`config.mk`:
```
export PLATFORM = sky130hd
export DESIGN_NAME = bram_requester
export DESIGN_NICKNAME = d
export VERILOG_FILES = /design/src/rtl/bram_requester.sv
export SDC_FILE = /design/constraint.sdc
export NUM_CORES = 1
export LEC_CHECK = 0
export BUFFER_PORTS_ARGS = -buffer_cell sky130_fd_sc_hd__buf_2
export CAP_MARGIN = 20
export CORE_MARGIN = 2
export CORE_UTILIZATION = 55
export CTS_CLUSTER_DIAMETER = 120
export CTS_CLUSTER_SIZE = 20
export DETAILED_ROUTE_END_ITERATION = 7
export PLACE_DENSITY_LB_ADDON = 0.08
export RECOVER_POWER = 100
export SYNTH_ARGS = -nofsm -noshare
export SYNTH_HDL_FRONTEND = slang
export SYNTH_SLANG_ARGS = --single-unit
```
`constraint.sdc`:
```
create_clock -name clock -period 3.2 [get_ports clock]
set_clock_uncertainty 0.1 [all_clocks]
set_input_delay 0 -clock clock [delete_from_list [all_inputs] [get_ports clock]]
set_output_delay 0 -clock clock [all_outputs]
set_load 0.05 [all_outputs]
```
`src/rtl/bram_requester.sv`:
```
// bram_requester: load/store front end for one BRAM instance.
// Requests arrive over valid/ready, drive the BRAM ports combinationally,
// and load data returns through a 4-entry response FIFO. A credit count
// (FIFO occupancy + load in flight) gates new requests, so the FIFO can
// never overflow.
// Optional: define BRAM_REQUESTER_SCAN_EN for a per-cycle debug print.
module bram_requester #(
  parameter int CORE            = 0,
  parameter int DATA_WIDTH      = 32,
  parameter int ADDR_WIDTH      = 8,
  parameter int SCAN_CYCLES_MIN = 0,
  parameter int SCAN_CYCLES_MAX = 1000
) (
  input  logic                  clock,
  input  logic                  reset,
  input  logic                  requestValid,
  output logic                  requestReady,
  input  logic                  requestWrite,
  input  logic [ADDR_WIDTH-1:0] requestAddress,
  input  logic [DATA_WIDTH-1:0] requestData,
  output logic                  responseValid,
  input  logic                  responseReady,
  output logic [DATA_WIDTH-1:0] responseData,
  output logic                  readEnable,
  output logic [ADDR_WIDTH-1:0] readAddress,
  input  logic [DATA_WIDTH-1:0] readData,
  output logic                  writeEnable,
  output logic [ADDR_WIDTH-1:0] writeAddress,
  output logic [DATA_WIDTH-1:0] writeData,
  input  logic                  scan
);

  localparam int DEPTH = 4;

  logic [DATA_WIDTH-1:0] fifo_q [DEPTH];
  logic [DATA_WIDTH-1:0] fifo_d [DEPTH];
  logic [1:0]            wr_ptr_q, wr_ptr_d;
  logic [1:0]            rd_ptr_q, rd_ptr_d;
  logic [2:0]            fifo_count_q, fifo_count_d;
  logic                  in_flight_q, in_flight_d;

  logic [2:0] used;
  logic       accept;
  logic       push;
  logic       pop;

  // Credits: every accepted load owns a FIFO slot until it is popped.
  // Ready looks only at registered state, never at the request type or
  // at responseReady.
  always_comb begin
    used         = fifo_count_q + {2'b00, in_flight_q};
    requestReady = ~reset & (used < 3'd4);
    accept       = requestValid & requestReady;
    readEnable   = accept & ~requestWrite;
    writeEnable  = accept & requestWrite;
    readAddress  = requestAddress;
    writeAddress = requestAddress;
    writeData    = requestData;
  end

  assign responseValid = (fifo_count_q != 3'd0);
  assign responseData  = fifo_q[rd_ptr_q];

  // BRAM data is valid the cycle after an accepted load: capture it then.
  assign push = in_flight_q;
  assign pop  = responseValid & responseReady;

  // Next-state for in-flight flag, FIFO storage, pointers and occupancy.
  always_comb begin
    in_flight_d  = readEnable;
    fifo_d       = fifo_q;
    wr_ptr_d     = wr_ptr_q;
    rd_ptr_d     = rd_ptr_q;
    fifo_count_d = fifo_count_q;
    if (push) begin
      fifo_d[wr_ptr_q] = readData;
      wr_ptr_d         = wr_ptr_q + 2'd1;
    end
    if (pop) begin
      rd_ptr_d = rd_ptr_q + 2'd1;
    end
    unique case ({push, pop})
      2'b10:   fifo_count_d = fifo_count_q + 3'd1;
      2'b01:   fifo_count_d = fifo_count_q - 3'd1;
      default: fifo_count_d = fifo_count_q;
    endcase
  end

  // State register; reset drops any load still returning from the BRAM.
  always_ff @(posedge clock) begin
    if (reset) begin
      for (int i = 0; i < DEPTH; i++) fifo_q[i] <= '0;
      wr_ptr_q     <= '0;
      rd_ptr_q     <= '0;
      fifo_count_q <= '0;
      in_flight_q  <= 1'b0;
    end else begin
      for (int i = 0; i < DEPTH; i++) fifo_q[i] <= fifo_d[i];
      wr_ptr_q     <= wr_ptr_d;
      rd_ptr_q     <= rd_ptr_d;
      fifo_count_q <= fifo_count_d;
      in_flight_q  <= in_flight_d;
    end
  end

`ifdef BRAM_REQUESTER_SCAN_EN
  logic [31:0] cycles_q, cycles_d;

  // Free-running cycle counter used to window the debug print.
  always_comb begin
    cycles_d = cycles_q + 32'd1;
  end

  // Cycle counter register.
  always_ff @(posedge clock) begin
    if (reset) cycles_q <= '0;
    else       cycles_q <= cycles_d;
  end

  // Debug print of request, credit and response state.
  always_ff @(posedge clock) begin
    if (scan && (cycles_q >= SCAN_CYCLES_MIN) && (cycles_q <= SCAN_CYCLES_MAX)) begin
      $display("core %0d cycle %0d req v=%0b r=%0b w=%0b a=%h d=%h used=%0d inflight=%0b resp v=%0b d=%h",
               CORE, cycles_q, requestValid, requestReady, requestWrite,
               requestAddress, requestData, used, in_flight_q,
               responseValid, responseData);
    end
  end
`else
  logic scan_unused;
  assign scan_unused = scan & (CORE >= 0) & (SCAN_CYCLES_MIN <= SCAN_CYCLES_MAX);
`endif

endmodule

```
---- Word level (Yosys, flattened, before mapping) ----
Cells that the tools add are included.
cells by class
  add/sub/neg operators ................... 5
  order comparisons ....................... 4
  equality and inequality tests ........... 2
  mux-type cells .......................... 7
  bitwise logic cells ..................... 9
  reduce and logical (&&, ||, !) cells .... 3
operators by type and width
  operator                                                    count
  bitwise mux 128 bit                                         1
  two-way mux 32 bit                                          3
  binary-select mux 32 bit (select 2 bit)                     1
  demux 32 bit (select 2 bit)                                 1
  >= comparator 3 bit, second input constant                  2
  NOT 2 -> 3 bit                                              2
  case mux 3 bit (2 select lines)                             1
  AND 1 bit                                                   5
  adder 2 x 1 -> 2 bit, second input constant                 2
  adder 3 x 1 -> 3 bit                                        1
  adder 3 x 1 -> 3 bit, second input constant                 1
  less-than comparator 3 x 1 -> 1 bit, second input constant  1
  less-than comparator 3 bit, second input constant           1
  nonzero test 3 bit                                          1
  subtractor 3 x 1 -> 3 bit, second input constant            1
  equality test 2 x 1 -> 1 bit, second input constant         1
  equality test 2 bit, second input constant                  1
  NOT 1 bit                                                   2
  nonzero test 2 bit                                          1
  logical AND 1 bit                                           1
word-level totals
  register bits ........................... 136
  logic and storage cells ................. 38

---- Longest topological paths before layout ----
Gate-level depths: netlist (run 1).
  word-level depth ........................ 6
  mapped depth ............................ 8

---- Least setup slack after synthesis (run 1) ----
No wires, ideal clock.
  path type ............................... register -> register
  from .................................... register fifo_count_q[0]
  to ...................................... register fifo_count_q[2]
  setup time .............................. 70 ps
  arrival ................................. 1,732 ps
  setup slack ............................. 1,298 ps
  stages on the path, launching flop included .. 8
  cell sequence ........................... dfxtp_1 > o31a_1 > ha_1 > inv_1 > fa_1 > xor2_1 > or3_1 > a21oi_1
between the ends
  cells in the longest elaborated chain, start to end .. 4
  elaborated cells on any way between the ends .. 8
RTL lines
  item                                                                          line  text
  start, declared                                                               39    logic [2:0] fifo_count_q, fifo_count_d;
  start signal, assigned                                                        101   fifo_count_q <= fifo_count_d;
  nonzero test 3 bit (*)                                                        61    assign responseValid = (fifo_count_q != 3'd0);
  AND 1 bit (*)                                                                 66    assign pop = responseValid & responseReady;
  net pop                                                                       45    logic pop;
  equality test 2 x 1 -> 1 bit / equality test 2 bit (equally long branches)    82    unique case ({push, pop})
  case mux 3 bit (2 select lines) / nonzero test 2 bit (equally long branches)  --
The timed path passes the listed nets; every way through them passes the cells marked *.
A chain may end at the register's enable or synchronous reset.

---- Worst setup path in the final report (run 1) ----
  from .................................... register rd_ptr_q[0]
  to ...................................... output responseData[27]
between the ends
  cells in the longest elaborated chain, start to end .. 4
RTL lines
  item                                                   line  text
  start, declared                                        38    logic [1:0] rd_ptr_q, rd_ptr_d;
  start signal, assigned                                 100   rd_ptr_q <= rd_ptr_d;
  NOT 2 -> 3 bit (not written as such)                   62    assign responseData = fifo_q[rd_ptr_q];
  binary-select mux 32 bit (select 2 bit)                62
  two-way mux 32 bit (not written as such) (2 in a row)  62
  end, declared                                          23    output logic [DATA_WIDTH-1:0] responseData,
Every way passes these cells. The select of a mux whose other input is x is not followed.

==> impl_metrics.ini, run 1 <==
[clock_network]
cts_root_buf = clkbuf_8
cts_inserted_buffers = 17
cts_max_path_buffers = 2
cts-htree-levels = 4
clock_sinks = 136
cts_tree = done
clkTransAtPathRegs_ps = 60
cts_hold_buf = 78
postCtsResizedCells = 0
post-cts-setup-buffers = 0
insertion_delay_ps = 530

[routing]
drc_errors = 0
dr_total_vias = 5040
postRouteAntennaNets = 0
wl_mm = 14.8
wl_per_cell_um = 15.8
via_per_inst = 5.39
first_pass_iters = 6
first_iter_violations = 291

[worst_setup_path]
path_cells = buf_4 -> mux4_2 -> buf_2
ff2ff_path_depth = 5
r2r-end = fifo_q[8]
startpoint_type = register
cp-startpoint = rd_ptr_q[0]
rrSetupSlack_ps = 630
rr_startpoint = in_flight_q
endpoint_kind = primary output
crit_required_ps = 3100
arrival_ps = 2730
critPathMaxStageDelay_ps = 1230
slowest_stage = dfxtp_1
critPathMaxFanout = 24
crit_end = responseData[27]
crit_type = register to primary output

[timing]
finalHoldViolCount = 0
fmax_mhz = 354
worstMarginPinSlew_ps = 1360
rsz0062_at_grt = false
timing.final.max_slew_violations = 0
setup_viol = 0
fin_tns_setup_ps = 0
fin_crit_ps = 2830
period_share_pct = 88.3
relSlewSlack_pct = 8.99

[global_routing]
antenna_found_initial = 0
grt_max_degree = 74
grt_util_all_layers_pct = 25.7
grt_pass1_wl_mm = 23.0
grt_pass1_vias = 4879
grt-ovfl-total = 0

[logic_synthesis]
syn_area_per_cell_um2 = 8.73
yosysSeqAreaShare_pct = 44.7
yosys.area.top_type = dfxtp_1
synthTopCellsByArea = dfxtp_1, nand2_1, mux4_2, a21oi_1, buf_4
syn_area_mm2 = 0.00609
ys_ff_latch = 136
synthFlopType = dfxtp_1
synth.distinct_cells = 28
syn-num-nets = 782
async_flop_share_pct = 0
yosys.area.top_type_share_pct = 44.7
ys_warn_count = 0
synth_edf_count = 0
syn_inst = 698

[die]
core_mm2 = 0.0108
fp.dieW_um = 109
start_util_pct = 56.2
num_io_pins = 162
dieArea_mm2 = 0.0119
die_height_um = 109
num_rows = 38

[pwr]
peakVddDrop_uv = 610
cellLeakagePower_nw = 2.64
powerDensity_mw_per_mm2 = 619

[finish]
instances_no_fill = 935
fill_cells = 895
final-seq-area_mm2 = 0.00272
layout-drive-gt1-share_pct = 16.0
num-nets-final = 866
n_antenna_cell = 0
syn_to_final_growth_pct = 22.4
fin_area_mm2 = 0.00746
multiInputGateArea_mm2 = 0.00265

[placed_design]
place_congestion = 0.732
hpwl_mm = 8.80
dpl.cell_count = 825
placed_area_mm2 = 0.00608
portBuffers = 72

[run_status]
outcome = completed

[hold_path]
hold_class = primary input to register

[job]
cap_violations = 0
## state kept, by name (all words and copies together), names as in the netlist
register,flops
wr_ptr_q,2
fifo_q,128
rd_ptr_q,2
fifo_count_q,3
in_flight_q,1
## cell usage in the layout, fill, tap and decap left out, drive strengths merged, types with 4 or more instances in the layout
cell         count
nand2          260
dfxtp          136
a21oi          131
dlygate4sd3     78
buf             59
clkbuf          53
mux4            32
nor2             7
inv              6
ha               5
bufinv           4
and2             4
## per-stage QoR
step	hold slack, ps	worst slack (ps)	total power, mW	util (%)
floorplan	36.0	1300	2.39	-
global route	166	308	4.78	68.8
finish	176	373	4.62	68.8
detailed placement	-99.7	1150	2.36	56.1
CTS	156	681	4.65	69.3
global placement	-99.7	1210	2.35	56.1
## how the worst min path moves through the flow
| stage | slack (ps) | end | depth (start not counted) | from |
|---|---|---|---|---|
| final | 180 | fifo_q[127] | 4 | readData[31] |
| after global routing | 170 | fifo_q[12] | 4 | readData[12] |
| after CTS | 160 | fifo_q[21] | 4 | readData[21] |
| after detailed placement | -100 | writeData[22] | 0 | requestData[22] |
| after global placement | -100 | writeData[22] | 0 | requestData[22] |
| after floorplan | 40 | fifo_q[49] | 2 | readData[17] |
## synth_stat cells, types with 2 or more instances
library cell  instances
a21oi_1             122
a21oi_2               9
and2_1                4
and3b_1               2
buf_1                 4
buf_12                3
buf_2                31
buf_4                48
buf_6                 6
clkbuf_1              8
dfxtp_1             136
ha_1                  5
inv_1                 6
mux4_1                3
mux4_2               29
nand2_1             260
nor2_1                7
or3_1                 2
xnor2_1               2
xor2_1                3
## cell families after synthesis
logic type,synth area share [%]
AND/OR/NAND/NOR,17.6
flip-flops,44.7
AO/OA/AOI/OAI,11.8
buffers and inverters,11.7
multiplexers,12.2
adder cells (fa/ha/maj),1.36
XOR/XNOR,0.719
## power by group
part / switching (mW) / internal (mW) / total (mW)
sequential: 0.0974 / 1.73 / 1.83
combinational: 0.437 / 0.243 / 0.680
clock: 0.696 / 1.41 / 2.10
## routing by layer
metal  vias to the layer above  wire length (µm)  track usage [%]
li1                       2430                 -                -
met1                      2416              5990             30.1
met2                       174              7640             44.7
met3                        20               951             7.95
met4                         0               209             8.59
met5                         -                 0                0
## final cells by class
| type | instances | share of cell area, % |
|---|---|---|
| repair buffers | 165 | 16.6 |
| well taps | 140 | 2.35 |
| clock buffers | 25 | 6.90 |
| clock inverters | 7 | 1.81 |
| inverters | 6 | 0.302 |
| multi-input cells | 456 | 35.5 |
| flip-flops and latches | 136 | 36.5 |
## worst max-delay path: cells and delay by family (launching register included)
family	cells	cell delay, ps
flops	1	1230
buf+inv	2	620
mux	1	340
(Power assumes the default switching activity.)
==> run 2, diff against run 1 <==
--- a/config.mk
+++ b/config.mk
@@ -8,7 +8,7 @@
 export BUFFER_PORTS_ARGS = -buffer_cell sky130_fd_sc_hd__buf_2
 export CAP_MARGIN = 20
 export CORE_MARGIN = 2
-export CORE_UTILIZATION = 55
+export CORE_UTILIZATION = 30
 export CTS_CLUSTER_DIAMETER = 120
 export CTS_CLUSTER_SIZE = 20
 export DETAILED_ROUTE_END_ITERATION = 7
==> constraint.sdc (replaced) <==
create_clock -name clock -period 3.6 [get_ports clock]
set_clock_uncertainty 0.1 [all_clocks]
set_input_delay 0 -clock clock [delete_from_list [all_inputs] [get_ports clock]]
set_output_delay 0 -clock clock [all_outputs]
set_load 0.05 [all_outputs]
==> run 2 against run 1 <==
Compared with the run above: first-iteration DRC count down 21%; largest cell class unchanged; hold slack lost 170 ps; global-route usage is 9.7 points lower; non-clock buffer count decreased by 1; sequential share of layout area fell by 0.22 points; sequential cell count is the same; sequential power down 11%; highest routed layer unchanged; register-to-register slack better by 310 ps; total power decreased by 14%; count of clock-buffer cells in the layout is 4 lower; cell count up 14%; largest power group unchanged.
==> impl_metrics.ini, run 2 (same netlist as run 1, synthesis figures left out) <==
[timing]
final.setup.worst_slack_ps = 703
timing.final.max_slew_violations = 0
fin_tns_setup_ps = 0
relSlewSlack_pct = 15.7
fin_crit_ps = 2900
setup_viol = 0
period_share_pct = 80.5
finalHoldViolCount = 0
fmax_mhz = 345
worstMarginPinSlew_ps = 1260
rsz0062_at_grt = false

[global_routing]
gr-usage-met2_pct = 27.3
grt_pass1_wl_mm = 26.3
grt_max_degree = 66
top_usage_layer = met2
grt-ovfl-total = 0
grtUsageMet3_pct = 2.75
antenna_found_initial = 0
grtUsageMet1_pct = 20.3
grt_util_all_layers_pct = 16.0
grt_pass1_vias = 4904

[pwr]
powerDensity_mw_per_mm2 = 529
peakVddDrop_uv = 242
cellLeakagePower_nw = 2.59
power.total_mw = 3.97

[worst_setup_path]
rrSetupSlack_ps = 940
endpoint_kind = primary output
r2r-end = fifo_q[51]
cp-startpoint = rd_ptr_q[1]
ff2ff_path_depth = 6
arrival_ps = 2800
critPathMaxFanout = 18
crit_required_ps = 3500
crit_type = register to primary output
crit_end = responseData[29]
rr_startpoint = wr_ptr_q[0]
startpoint_type = register

[die]
die_height_um = 147
num_io_pins = 162
core_mm2 = 0.0201
num_rows = 52
start_util_pct = 30.3
dieArea_mm2 = 0.0215
fp.dieW_um = 147

[placed_design]
hpwl_mm = 10.1
pre_cts_slack_ps = 1440
portBuffers = 72
dpl.cell_count = 957
place_congestion = 0.697

[clock_network]
clkTransAtPathRegs_ps = 50
cts_root_buf = clkbuf_16
cts_tree = done
cts_max_path_buffers = 2
cts_inserted_buffers = 17
clock_sinks = 136
insertion_delay_ps = 420
cts-htree-levels = 4
postCtsResizedCells = 0

[hold_path]
hold_class = primary input to register

[finish]
syn_to_final_growth_pct = 23.1
top_register = fifo_q
n_antenna_cell = 0
layout-drive-gt1-share_pct = 15.5
final_common_cell = nand2_1
top_regs = fifo_q x128, fifo_count_q x3
largest_reg_flops = 128
instances_no_fill = 1063
mostFrequentLayoutCells = nand2_1, dfxtp_1, a21oi_1, dlygate4sd3_1, buf_2
num-nets-final = 865

[run_status]
outcome = completed

[routing]
wl_mm = 16.8
first_iter_violations = 231
first_pass_iters = 5
via_per_inst = 4.69
wl_per_cell_um = 15.8
dr_total_vias = 4989
postRouteAntennaNets = 0
drc_errors = 0

[job]
cap_violations = 0
==> run 2: cell types whose count changed in the layout (fill, tap and decap cells not counted), moves of 2 or more <==
cell	previous run	this run
and2_1	2	0
clkbuf_8	8	1
a21oi_1	125	128
clkinv_2	3	6
dlygate4sd3_1	78	75
buf_2	46	49
and2_0	2	4
a21oi_2	6	3
clkbuf_1	29	31
==> run 2: worst min-delay path by stage <==
| stage | slack [ps] | from | depth (start not counted) | endpoint |
|---|---|---|---|---|
| 3_5_place_dp | -100 | requestData[10] | 0 | writeData[10] |
| 5_1_grt | 50 | reset | 2 | wr_ptr_q[0] |
| 2_1_floorplan | 40 | readData[17] | 2 | fifo_q[49] |
| 6_report | 10 | reset | 2 | wr_ptr_q[0] |
| 3_3_place_gp | -100 | requestData[10] | 0 | writeData[10] |
| 4_1_cts | 20 | reset | 2 | wr_ptr_q[0] |
==> run 2: worst max-delay path: stages (launching register included) <==
cell	delay, ps
dfxtp_2	820
clkbuf_1	710
mux4_2	610
buf_2	230
==> run 2: final cells by class <==
| cell class | count | area, µm² |
|---|---|---|
| fill | 2074 | 12600 |
| sequential | 136 | 2720 |
| multi-input combinational | 456 | 2640 |
| timing repair buffer | 164 | 1200 |
| clock buffer | 21 | 450 |
| tap | 270 | 338 |
| clock inverter | 10 | 128 |
| inverter | 6 | 22.5 |
==> run 2: metal layers <==
metal | share of wire [%] | routed length [µm]
met1 | 45 | 7620
met2 | 48 | 8120
met3 | 4.3 | 722
met4 | 2.0 | 341
met5 | 0 | 0
==> run 2: through the flow <==
stage | util, % | cell area [µm²] | hold WS (ps)
5_1_grt | 37.3 | 7500 | 50.9
3_3_place_gp | 31.1 | 6250 | -99.7
6_report | 37.3 | 7500 | 9.99
3_5_place_dp | 31.1 | 6250 | -99.7
4_1_cts | 37.7 | 7580 | 20.9
2_1_floorplan | - | 6090 | 36.0
==> run 2: power breakdown <==
group / total (mW) / switching, mW / internal [mW]
logic: 0.614 / 0.403 / 0.211
clock network: 1.73 / 0.639 / 1.09
registers: 1.62 / 0.0822 / 1.54
total: 3.97 / 1.12 / 2.85
==> run 2: timing repair <==
item                      4_1_cts  5_1_grt
setup buffers                   0        0
hold buffers                   75        0
hold endpoints to repair      179        0
